## src/rtl/terrain_pkg.sv

```systemverilog
// Shared constants, FSM state encoding and per-slot position arithmetic for the
// terrain scroll controller.
package terrain_pkg;

  localparam logic [15:0] SCREEN_W     = 16'd1280;
  localparam logic [15:0] SCREEN_H     = 16'd720;
  localparam logic [15:0] RST_X_BASE   = 16'd144;
  localparam logic [15:0] RST_X_STRIDE = 16'd256;
  localparam logic [15:0] RST_Y        = 16'd390;

  typedef enum logic [1:0] {
    ST_IDLE   = 2'd0,
    ST_UPDATE = 2'd1,
    ST_COMMIT = 2'd2
  } state_t;

  typedef struct packed {
    logic [15:0] x;
    logic [15:0] y;
  } pos_t;

  // Power-on position of slot k: slots staggered 256 px apart on one row.
  function automatic pos_t reset_pos(input int unsigned k);
    pos_t p;
    p.x = RST_X_BASE + 16'(k) * RST_X_STRIDE;
    p.y = RST_Y;
    return p;
  endfunction

  // One frame of motion; a slot that has left the screen respawns instead of moving.
  function automatic pos_t step_pos(input pos_t        cur,
                                    input logic [15:0] step,
                                    input logic [15:0] spawn_x,
                                    input logic [15:0] spawn_y);
    pos_t nxt;
    if (cur.x >= SCREEN_W || cur.y >= SCREEN_H) begin
      nxt.x = spawn_x;
      nxt.y = spawn_y;
    end else begin
      nxt.x = cur.x - step;
      nxt.y = cur.y + step;
    end
    return nxt;
  endfunction

endpackage

```

## src/rtl/vsync_edge_sync.sv

```systemverilog
// Brings the raw vertical sync into the pixel clock domain and emits a
// single-cycle tick on each synchronised rising edge.
module vsync_edge_sync (
  input  logic i_clk,
  input  logic i_rst_n,
  input  logic i_v_sync,
  output logic o_tick
);

  logic sync_q1;
  logic sync_q2;
  logic sync_prev;

  // NOTE: clocked state uses non-blocking assignments so every flop samples the
  // pre-edge value of its neighbour; blocking here would collapse the chain.
  always_ff @(posedge i_clk or negedge i_rst_n) begin
    if (!i_rst_n) begin
      sync_q1   <= 1'b0;
      sync_q2   <= 1'b0;
      sync_prev <= 1'b0;
    end else begin
      sync_q1   <= i_v_sync;
      sync_q2   <= sync_q1;
      sync_prev <= sync_q2;
    end
  end

  assign o_tick = sync_q2 & ~sync_prev;

endmodule

```

## src/rtl/terrain_scroll_ctrl.sv

```systemverilog
// Per-frame terrain slot sequencer: updates one slot per cycle into shadow
// registers, then commits all slots at once. Define TERRAIN_SPEED_EN for i_speed.
module terrain_scroll_ctrl
  import terrain_pkg::*;
#(
  parameter int NUM_SEG = 4,
  parameter int SPAWN_X = 180,
  parameter int SPAWN_Y = 360
) (
  input  logic                   i_clk,
  input  logic                   i_rst_n,
  input  logic                   i_v_sync,
  input  logic                   i_active,
  input  logic                   i_state_check,
`ifdef TERRAIN_SPEED_EN
  input  logic [1:0]             i_speed,
`endif
  output logic [16*NUM_SEG-1:0]  o_seg_x,
  output logic [16*NUM_SEG-1:0]  o_seg_y,
  output logic                   o_frame_done,
  output logic                   o_busy,
  output logic [15:0]            o_frame_cnt,
  output logic                   o_overrun
);

  localparam int          IDX_W    = (NUM_SEG > 1) ? $clog2(NUM_SEG) : 1;
  localparam logic [IDX_W-1:0] LAST_IDX = IDX_W'(NUM_SEG - 1);
  localparam logic [15:0] SPAWN_X16 = 16'(SPAWN_X);
  localparam logic [15:0] SPAWN_Y16 = 16'(SPAWN_Y);

  logic             tick;
  logic [15:0]      step;
  state_t           state;
  logic [IDX_W-1:0] idx;
  pos_t             shadow    [NUM_SEG];
  pos_t             committed [NUM_SEG];

  vsync_edge_sync u_vsync (
    .i_clk    (i_clk),
    .i_rst_n  (i_rst_n),
    .i_v_sync (i_v_sync),
    .o_tick   (tick)
  );

`ifdef TERRAIN_SPEED_EN
  assign step = 16'(i_speed) + 16'd1;
`else
  assign step = 16'd1;
`endif

  always_ff @(posedge i_clk or negedge i_rst_n) begin
    if (!i_rst_n) begin
      state        <= ST_IDLE;
      idx          <= '0;
      o_frame_done <= 1'b0;
      o_busy       <= 1'b0;
      o_frame_cnt  <= '0;
      o_overrun    <= 1'b0;
      // NOTE: the slot arrays are reset explicitly because their contents are
      // architecturally visible positions, not scratch storage.
      for (int k = 0; k < NUM_SEG; k++) begin
        shadow[k]    <= reset_pos(k);
        committed[k] <= reset_pos(k);
      end
    end else begin
      o_frame_done <= 1'b0;

      // A tick is only accepted from IDLE; anything arriving mid-frame is lost.
      if (tick && o_busy) begin
        o_overrun <= 1'b1;
      end

      case (state)
        ST_IDLE: begin
          if (tick && i_active && !i_state_check) begin
            state  <= ST_UPDATE;
            idx    <= '0;
            o_busy <= 1'b1;
          end
        end

        ST_UPDATE: begin
          shadow[idx] <= step_pos(shadow[idx], step, SPAWN_X16, SPAWN_Y16);
          if (idx == LAST_IDX) begin
            state <= ST_COMMIT;
          end else begin
            idx <= idx + 1'b1;
          end
        end

        ST_COMMIT: begin
          for (int k = 0; k < NUM_SEG; k++) begin
            committed[k] <= shadow[k];
          end
          o_frame_done <= 1'b1;
          o_frame_cnt  <= o_frame_cnt + 16'd1;
          o_busy       <= 1'b0;
          state        <= ST_IDLE;
        end

        default: begin
          state  <= ST_IDLE;
          o_busy <= 1'b0;
        end
      endcase
    end
  end

  for (genvar k = 0; k < NUM_SEG; k++) begin : g_pack
    assign o_seg_x[16*k +: 16] = committed[k].x;
    assign o_seg_y[16*k +: 16] = committed[k].y;
  end

endmodule

```

## config.mk

```make
export PLATFORM = sky130hd
export DESIGN_NAME = terrain_scroll_ctrl
export DESIGN_NICKNAME = d
export VERILOG_FILES = /design/src/rtl/terrain_pkg.sv /design/src/rtl/vsync_edge_sync.sv /design/src/rtl/terrain_scroll_ctrl.sv
export SDC_FILE = /design/constraint.sdc
export NUM_CORES = 1
export LEC_CHECK = 0
export BUFFER_PORTS_ARGS = -buffer_cell sky130_fd_sc_hd__buf_2
export CAP_MARGIN = 20
export CORE_UTILIZATION = 58
export DETAILED_ROUTE_END_ITERATION = 10
export GPL_ROUTABILITY_DRIVEN = 0
export PLACE_DENSITY_LB_ADDON = 0.12
export SYNTH_ARGS = -nofsm -noshare
export SYNTH_HDL_FRONTEND = slang
export SYNTH_SLANG_ARGS = --single-unit
```

## constraint.sdc

```tcl
create_clock -name i_clk -period 3.8 [get_ports i_clk]
set_input_delay 0 -clock i_clk [delete_from_list [all_inputs] [get_ports i_clk]]
set_output_delay 0 -clock i_clk [all_outputs]
set_load 0.01 [all_outputs]
```

* Word level (Yosys, flattened, before mapping) *
Index checks and enable logic that the tools add are counted.

cells by class
  reduce and logical (&&, ||, !) cells = 11
  bitwise operators = 4
  magnitude comparators = 4
  add/subtract/negate cells = 4
  multiplexer cells = 17
  equality and inequality tests = 6

operator list
  kind                                                                  count
  2-to-1 mux 32 bit                                                     5
  bitwise mux 128 bit                                                   1
  binary-select mux 32 bit (select 2 bit)                               1
  demux 32 bit (select 2 bit)                                           1
  adder 16 x 1 -> 16 bit (second input constant)                        2
  greater-or-equal comparator 16 x 10 -> 1 bit (second input constant)  1
  greater-or-equal comparator 16 x 11 -> 1 bit (second input constant)  1
  subtractor 16 x 1 -> 16 bit (second input constant)                   1
  2-to-1 mux 2 bit                                                      4
  one-hot mux 2 bit (2 select lines)                                    2
  inequality test 2 bit (second input constant)                         3
  == test 2 bit (second input constant)                                 2
  logical AND 1 bit                                                     4
  AND reduction 2 bit                                                   2
  greater-or-equal comparator 3 bit (second input constant)             1
  less-than comparator 3 x 1 -> 1 bit (second input constant)           1
  inverter 2 -> 3 bit                                                   1
  AND reduction 3 bit                                                   1
  adder 2 x 1 -> 2 bit (second input constant)                          1
  == test 2 x 1 -> 1 bit (second input constant)                        1
  logical NOT 2 bit                                                     1
  2-to-1 mux 1 bit                                                      2
  inverter 1 bit                                                        2
  one-hot mux 1 bit (2 select lines)                                    1
  other kinds (4)                                                       4

storage, ports and cells
  bits in registers = 282
  word-level logic and storage cells = 71
  bits of input ports = 5
  output and inout bits = 147

* Longest topological paths before layout *
Gate-level depths: netlist of the first run.

  word-level depth = 9
  gate-level depth with buffers = 11
  mapped depth without buffers = 8

* Hierarchy *
Synthesis of the first run repeated with hierarchy kept, for this count alone.

second synthesis, totals
  cells, all modules = 1134
  area, all modules = 11588.6 µm²

by module, submodules not included
  module               cells each  instances  area an instance (µm²)  seq. area each (µm²)
  terrain_scroll_ctrl  1130        1          11499.8                 7051.8
  vsync_edge_sync      4           1          88.8                    75.1

* Worst setup path after synthesis of the first run *
OpenSTA, ideal clock, no wires.

  path type = reg-to-reg
  from = reg idx[0]
  to = reg shadow[58] (netlist bit)
  arrival = 2.948 ns
  data required time = 3.725 ns
  period minus slack after synthesis = 3.023 ns
  library setup time = 0.075 ns
  cell stages (with the launch flop) = 10
  slack = 0.777 ns
  path buffers = 1
  path through = dfrtp_1 buf_6 mux4_1 inv_1 ha_1 or3b_4 or4_4 xor2_1 or4_4 o21ai_2

between the ends
  longest elaborated chain between the ends = 9
  elaborated cells between the ends (all ways) = 16
  classes of those cells = 1 x add/sub; 4 x order compare; 8 x mux; 1 x bitwise; 2 x reduce/logical

RTL lines
  item                                                                                                                 RTL line                   RTL
  from (decl)                                                                                                          terrain_scroll_ctrl.sv:34  logic [IDX_W-1:0] idx;
  from (signal assigned)                                                                                               terrain_scroll_ctrl.sv:87  idx <= idx + 1'b1;
  inverter 2 -> 3 bit (implied by the code) *                                                                          terrain_scroll_ctrl.sv:83  shadow[idx] <= step_pos(shadow[idx], step, SPAWN_X16, SPAWN_Y16);
  binary-select mux 32 bit (select 2 bit)                                                                              terrain_scroll_ctrl.sv:83
  2-to-1 mux 32 bit (implied by the code) (2 in a row)                                                                 terrain_scroll_ctrl.sv:83
  greater-or-equal comparator 16 x 11 -> 1 bit / greater-or-equal comparator 16 x 10 -> 1 bit (equally long branches)  terrain_pkg.sv:36          if (cur.x >= SCREEN_W || cur.y >= SCREEN_H) begin
  logical OR 1 bit                                                                                                     terrain_pkg.sv:36
  2-to-1 mux 32 bit                                                                                                    terrain_pkg.sv:36
  2-to-1 mux 32 bit                                                                                                    terrain_scroll_ctrl.sv:73  case (state)
  bitwise mux 128 bit *                                                                                                terrain_scroll_ctrl.sv:83
  to (signal, indexed assignment)                                                                                      terrain_scroll_ctrl.sv:62  shadow[k] <= reset_pos(k);
  to (signal, indexed assignment)                                                                                      terrain_scroll_ctrl.sv:83
  to (decl)                                                                                                            terrain_scroll_ctrl.sv:35  pos_t shadow [NUM_SEG];

Every way passes the cells marked *; elsewhere a longest branch is shown, timed or not. The select of a mux whose other input is x is not followed.
A chain may end at the register's enable or synchronous reset.

* Final worst setup path of the first run *
Same ends and word-level chain as after synthesis.

==> metrics.md, run 1 <==
| Metric | Value |
|---|---|
| Status | finished, final reports clean |
| CTS resizes | 0 |
| Worst hold-check path type | primary input to async pin |
| Highest Clock Rate | 305.1 MHz |
| Slowest CP cell | mux4_2 |
| Post-synth EDFFs | 0 |
| Post-DP Area | between 10,000 and 15,000 um^2 |
| Vias | between 8,000 and 9,000 |
| Max H-tree Level | 1 |
| Post-route setup slack | approximately 0.52 ns |
| IO Pins | around 150 |
| Synth Area in Adders | less than 1% |
| Synthesized area | between 10,000 and 15,000 um^2 |
| Most frequent cells in the layout | 476 x nand2_1, 226 x dfrtp_1, 150 x buf_2, 56 x o31ai_1, 56 x dfstp_2 |
| Area Overhead vs Synth | 16.53% |
| Switch Pwr | approximately 4500 uW |
| Final Cycle Share | between 80% and 90% |
| GRT Residual Overflow | 0 |
| CP cell instances | mux4_2, inv_1, ha_1, or3b_4, or4_4, xor2_1, or4_4, o21ai_2 |
| Maximum vdd drop | just under 0.8 mV |
| Nets | roughly 1,300 |
| Comb power frac | between 30% and 40% |
| 1st-iter DRT viols | ~620 |
| 1st-pass router iterations | 6 |
| Sw frac | 38.60% |
| Core Util, Final | a little over two thirds |
| Worst Path Max Fanout | 8 |
| Diode count | 0 |
| Compound-gate portion of the synthesized area | 6.958% |
| Pint | 7111 uW |
| Total CTS buffers | 27 |
| Worst path most repeated cell | or4_4 |
| Ys async rst share | 100.0% |
| Average size of a mapped cell | just over 10 um^2 |
| Minimum clock period | roughly 3.3 ns |
| Vias in the first global route | 7,951 |
| Crit path launch | idx[0] |
| Hold Violations, Final | 0 |
| Worst Setup End Kind | flip-flop |
| Largest net degree at the start of global routing | 103 |
| Worst-Margin Slew | 0.7752 ns |
| Critical Path RT | ~4.2 ns |
| Final Instance Area | ~14,000 um^2 |
| First-pass GRT wire length | 43,770 um |
| Post-Place Worst Slack | approximately 0.40 ns |
| Unrepaired setup endpoints after global routing | no |
| R2R cell count | 8 |
| Pwr dens | roughly 850 nW/um^2 |
| Post-Synthesis Cells | about 1,100 |
| Core area | 19,590 um^2 |
| Critical Path Source Type | flip-flop |
| Post-DRT Antenna Nets | 0 |
| Die width | about 140 um |
| Buf/Inv on CP | 1 |
| Initial antenna violation count | 0 |
| Clk pin slew, worst setup/hold paths | roughly 0.06 ns |
| #FFs+latches synth | 282 |
| Xor/xnor share of the synthesized area | between 2 and 2.5% |
| Synth top area cells | dfrtp_1 48%, nand2_1 15%, dfstp_2 13% |
| Share of the synthesized area in the top cell type | between 40% and 50% |
| Family with the most delay on the worst path | simple AND/OR/NAND/NOR gates |
| Remaining DRCs | 0 |
| Final setup viols | 0 |
| Most used DFF post-synth | dfrtp_1 |
| Max-Cap Viols | 0 |
| Sequential area share after synthesis | 61.07% |
| Fin. max-slew vios | 0 |
| Worst slew margin | about half |
| Crit Path Class | flip-flop to flip-flop |
| Clk pwr share | between 20% and 30% |
| Yosys warning total | 0 |
| Die height | around 140 um |
| Total Neg Setup Slack | 0 ns |
| GR Util All Layers | a little over a quarter |
| Sequential Power Share | between 40 and 50% |
| RR Endpoint | shadow[58] |
| Port Buffers | between 150 and 200 |
| Clock Skew | 0.02090 ns |
| Simple-gate share of the synthesized area | 20.99% |
| Synthesized net count | about 1,200 |
| HPWL after DPL | 18,580 um |
| CTS root buf | clkbuf_16 |
| Layout cell share with drive strength beyond 1 | between 20% and 30% |
| CP arrival | around 3.7 ns |
| Routed len/inst | ~18 um |
| Clk_lat worst skew | 0.54 ns |
| Routed wire length | 27,560 um |
| Netlist cell types | 36 |
| Initial Util | around three fifths |
| P_leak | just under 0.007 uW |
| Max clock buf depth | 3 |
| Via/cell ratio | around 5.5 |
| Most common cell after layout, fill and taps aside | nand2_1 |
| Area leader, netlist | dfrtp_1 |
| Die ar. | 20,690 um^2 |
| CTS Sinks | 282 |
| Filler cells | 1,456 |
| Reg2reg start | idx[0] |
| CTS tree | yes |
| Combinational family with the most area after synthesis | simple AND/OR/NAND/NOR gates |
| FP Rows | 51 |
| Max incr delay on CP | around 0.63 ns |
| Internal reg-to-reg setup slack | about 0.52 ns |
| Mux contribution to synthesized area | 4.728% |
what timing repair did:
item,CTS,global route
hold buffers,4,0
buffers inserted,0,0
hold endpoints to repair,101,0
metal layers:
metal / vias to the layer above / GRT usage, % / wire (um)
met2: 324 / 37.15 / 11320
met4: 0 / 5.599 / 423
met1: 4224 / 45.43 / 13690
li1: 4038 / - / -
met3: 30 / 5.132 / 2121
met5: - / 0 / 0
sequential cells by signal, indices dropped and copies added (netlist names):
name,count
u_vsync.sync_prev,1
o_seg_y,64
u_vsync.sync_q1,1
u_vsync.sync_q2,1
shadow,128
o_frame_cnt,16
o_seg_x,64
state,2
o_frame_done,1
idx,2
o_busy,1
o_overrun,1
power groups by stage:
stage	sequential, uW	combinational, uW	clock (uW)
after detailed placement	4760	3880	0
after global placement	4770	3760	0
after CTS	4730	3900	2820
after floorplan	4730	2730	0
after global routing	4850	4430	2950
final	4760	4040	2790
worst reg2reg max path: stages (launching register included):
cell,delay (ns)
dfrtp_1,0.56
mux4_2,0.63
inv_1,0.10
ha_1,0.19
or3b_4,0.40
or4_4,0.55
xor2_1,0.16
or4_4,0.46
o21ai_2,0.15
worst max path at each step:
stage | to | slack [ns] | depth (start not counted)
2_1_floorplan | shadow[58] | 0.78 | 9
3_3_place_gp | shadow[80] | 0.55 | 6
3_5_place_dp | shadow[34] | 0.40 | 6
4_1_cts | shadow[34] | 0.43 | 6
5_1_grt | shadow[34] | 0.35 | 7
6_report | shadow[58] | 0.52 | 8
kinds of logic after synthesis:
family	count (synthesis)
AO/OA/AOI/OAI	117
XOR/XNOR	29
adder cells (fa/ha/maj)	8
buffers and inverters	83
flip-flops	282
multiplexers	24
AND/OR/NAND/NOR	597
cells in the mapped netlist, types with 2 or more instances:
library cell and count:
a21o_1 10, a31oi_1 32, and2_1 29, and3_1 3, buf_2 6, buf_4 3
buf_6 6, clkbuf_1 54, dfrtp_1 226, dfstp_2 56, ha_1 8, inv_1 14
mux4_1 3, mux4_2 21, nand2_1 476, nand3_1 11, nand4_1 3, nor2_1 41
nor2b_1 4, nor3_1 5, nor4_1 10, nor4b_1 3, o21ai_0 13, o21ai_2 4
o31ai_1 56, or2_2 4, or3b_2 2, or4_4 2, xnor2_1 17, xor2_1 12
cell type report:
cell class              count  area [um^2]  area share (%)
clock buffers              43        815.8           5.999
clock inverters             7        116.4          0.8556
inverters                  14        55.05          0.4048
multi-input cells         775         4175           30.70
flip-flops and latches    282         7127           52.41
well taps                 265        331.6           2.438
repair buffers            173        978.4           7.195
metrics by stage:
step                      hold slack [ns]  instances  power (uW)
final                             0.09609       1559       11580
after global routing               0.1524       1559       12240
after CTS                          0.1267       1558       11450
after detailed placement          0.08342       1504        8645
after global placement            0.09259       1504        8529
after floorplan                   -0.2956       1140        7460
Note: power is estimated with default switching activity, not from simulation.
==> run 2, diff against run 1 <==
--- a/config.mk
+++ b/config.mk
@@ -5,12 +5,12 @@
 export SDC_FILE = /design/constraint.sdc
 export NUM_CORES = 1
 export LEC_CHECK = 0
-export BUFFER_PORTS_ARGS = -buffer_cell sky130_fd_sc_hd__buf_2
 export CAP_MARGIN = 20
-export CORE_UTILIZATION = 58
+export CORE_UTILIZATION = 60
 export DETAILED_ROUTE_END_ITERATION = 10
+export DONT_BUFFER_PORTS = 1
 export GPL_ROUTABILITY_DRIVEN = 0
-export PLACE_DENSITY_LB_ADDON = 0.12
+export PLACE_DENSITY = 0.81
 export SYNTH_ARGS = -nofsm -noshare
 export SYNTH_HDL_FRONTEND = slang
 export SYNTH_SLANG_ARGS = --single-unit
==> run 2 against run 1 <==
The flow now finishes with violations (hold timing). Combinational power shrank 16%. Core utilization shrank 1.5 points. Cell count shrank 10%. Clock-buffer cell count shrank 4.
==> metrics.md, run 2 (same netlist as run 1, synthesis figures left out) <==
| Metric | Value |
|---|---|
| Critical Path Source Type | flip-flop |
| 1st-pass router iterations | 7 (+1) |
| Initial antenna violation count | 0 (unchanged) |
| Register area | 7127 um^2 (unchanged) |
| Crit Path Class | flip-flop to flip-flop |
| Die ar. | 20,010 um^2 (-3.3%) |
| Top Layer Used | met4 |
| Area of the multi-input gates | 4175 um^2 (unchanged) |
| Most flops, register | shadow |
| CTS Sinks | 282 (unchanged) |
| Met2 wire length | 11,630 um (+2.7%) |
| Filler cells | 1,360 (-6.6%) |
| CP arrival | 3.63 ns (-0.09 ns) |
| Final setup viols | 0 (unchanged) |
| Nets | 1,130 (-12%) |
| Max clock buf depth | 3 (unchanged) |
| M1 WL | 12,150 um (-11%) |
| Internal reg-to-reg setup slack | 0.59 ns (+0.07 ns) |
| Post-DRT Antenna Nets | 0 (unchanged) |
| Largest net degree at the start of global routing | 283 (+170%) |
| Total CTS buffers | 27 (unchanged) |
| CTS resizes | 0 (unchanged) |
| Max FFs per register | 128 (unchanged) |
| FP Rows | 50 (-2.0%) |
| Reg2reg start | idx[0] |
| Layout cell share with drive strength beyond 1 | 13.02% (-10 points) |
| Worst Path Max Fanout | 14 (+6) |
| Vias in the first global route | 7,808 (-1.8%) |
| Clk pin slew, worst setup/hold paths | 0.07 ns (about the same) |
| # hold bufs at CTS | 3 (-1) |
| Most frequent cells in the layout | 476 x nand2_1, 226 x dfrtp_1, 56 x o31ai_1, 56 x dfstp_2, 41 x nor2_1 |
| Crit path launch | idx[0] |
| Clock Skew | 0.009984 ns (-0.01092 ns) |
| Status | complete, but fails checks |
| Max-Cap Viols | 0 (unchanged) |
| Failing checks | hold timing |
| Highest Clock Rate | 311.4 MHz (+2.0%) |
| Diode count | 0 (unchanged) |
| IO Pins | 152 (unchanged) |
| Post-Place Worst Slack | 0.6336 ns (+0.2367 ns) |
| Vias | 8,276 (-3.9%) |
| Minimum clock period | 3.211 ns (-0.06579 ns) |
| RR Endpoint | shadow[95] |
| Most common cell after layout, fill and taps aside | nand2_1 |
| Routed len/inst | 19.55 um (+11%) |
| Final Cycle Share | 84.51% (-1.7 points) |
| Critical Path RT | 4.22 ns (-0.02 ns) |
| Worst-Margin Slew | 0.9359 ns (+0.1607 ns) |
| Worst hold-check path type | primary input to async pin |
| Worst hold slack | -0.8237 ns (-0.9197 ns) |
| Area Overhead vs Synth | 10.02% |
| Clk_lat worst skew | 0.53 ns (about the same) |
| HPWL after DPL | 17,770 um (-4.4%) |
| First-pass GRT wire length | 43,460 um (-0.71%) |
| Total Neg Setup Slack | 0 ns (unchanged) |
| Remaining DRCs | 0 (unchanged) |
| Die height | 141.5 um (-1.7%) |
| Worst slew margin | 37.61% (-11 points) |
| Fin. max-slew vios | 0 (unchanged) |
| Via/cell ratio | 5.924 (+7.2%) |
| Post-route setup slack | 0.5885 ns (+0.06579 ns) |
| P_leak | 0.006074 uW (-10%) |
| Max H-tree Level | 1 (unchanged) |
| CTS tree | yes |
| Core Util, Final | 67.96% (-1.5 points) |
| Routed wire length | 27,320 um (-0.87%) |
| Unrepaired setup endpoints after global routing | no |
| CP endpoint | shadow[95] |
| R2R cell count | 8 (unchanged) |
| GRT Residual Overflow | 0 (unchanged) |
| CTS root buf | clkbuf_16 |
| Core area | 18,890 um^2 (-3.6%) |
| Maximum vdd drop | 0.6494 mV (-17%) |
| Port Buffers | 0 (-100%) |
| Metal3 WL | 3064 um (+44%) |
| 1st-iter DRT viols | 842 (+36%) |
| Initial Util | 61.77% (+2.2 points) |
| Die width | 141.5 um (-1.7%) |
| Worst Setup End Kind | flip-flop |
| GR Util All Layers | 27.87% (+0.42 points) |
| Post-CTS setup repair buffer count | 0 (unchanged) |
| Hold Violations, Final | 282 (+282) |
| Pwr dens | 892.6 nW/um^2 (+4.8%) |
-- run 2: changes by cell type in the layout (fill, tap and decap cells not counted) --
cell           delta
bufinv_16         +4
buf_12            -1
buf_4             -3
clkinv_2          +1
clkbuf_1          -1
clkbuf_8          -3
inv_6             -1
dlygate4sd3_1     -1
inv_4             -1
buf_8             -1
buf_2           -150
-- run 2: critical path: stages, from the launching register on --
cell	delay [ns]
dfrtp_1	0.43
buf_4	0.30
mux4_1	0.64
or2_2	0.36
or4_1	0.60
inv_1	0.09
a31oi_1	0.19
buf_4	0.24
o31ai_1	0.25
-- run 2: per-stage QoR --
step / total power, uW / cells / area, um^2
after floorplan: 7460 / 1140 / 11670
after global placement: 8108 / 1344 / 11790
after detailed placement: 8255 / 1344 / 11790
final: 11460 / 1397 / 12840
after CTS: 11290 / 1396 / 12820
after global routing: 12020 / 1397 / 12840
-- run 2: worst min-delay path by stage --
stage / from / endpoint / slack (ns) / cells after the start
after detailed placement: i_rst_n / o_frame_done / -0.29 / 0
final: i_rst_n / o_seg_y[10] / -0.82 / 0
after global placement: i_rst_n / o_seg_x[25] / -0.28 / 0
after global routing: i_rst_n / o_frame_done / -0.85 / 0
after CTS: i_rst_n / o_seg_y[26] / -0.83 / 0
after floorplan: i_rst_n / idx[0] / -0.30 / 0
-- run 2: layer usage --
layer  vias to the layer above  global-route usage (%)
met5                         -                       0
met4                         0                   7.074
met3                        49                   8.100
met2                       407                   39.03
met1                      4108                   42.81
li1                       3712                       -
-- run 2: layout make-up --
type	count	share of cell area, %
clock buffers	39	6.003
clock inverters	10	1.774
inverters	14	0.4190
multi-input cells	775	32.52
flip-flops and latches	282	55.51
well taps	260	2.534
repair buffers	17	1.247
-- run 2: power breakdown --
part	internal, uW	switching [uW]
Sequential	4020	1050
Combinational	1180	2220
Clock	1880	1110
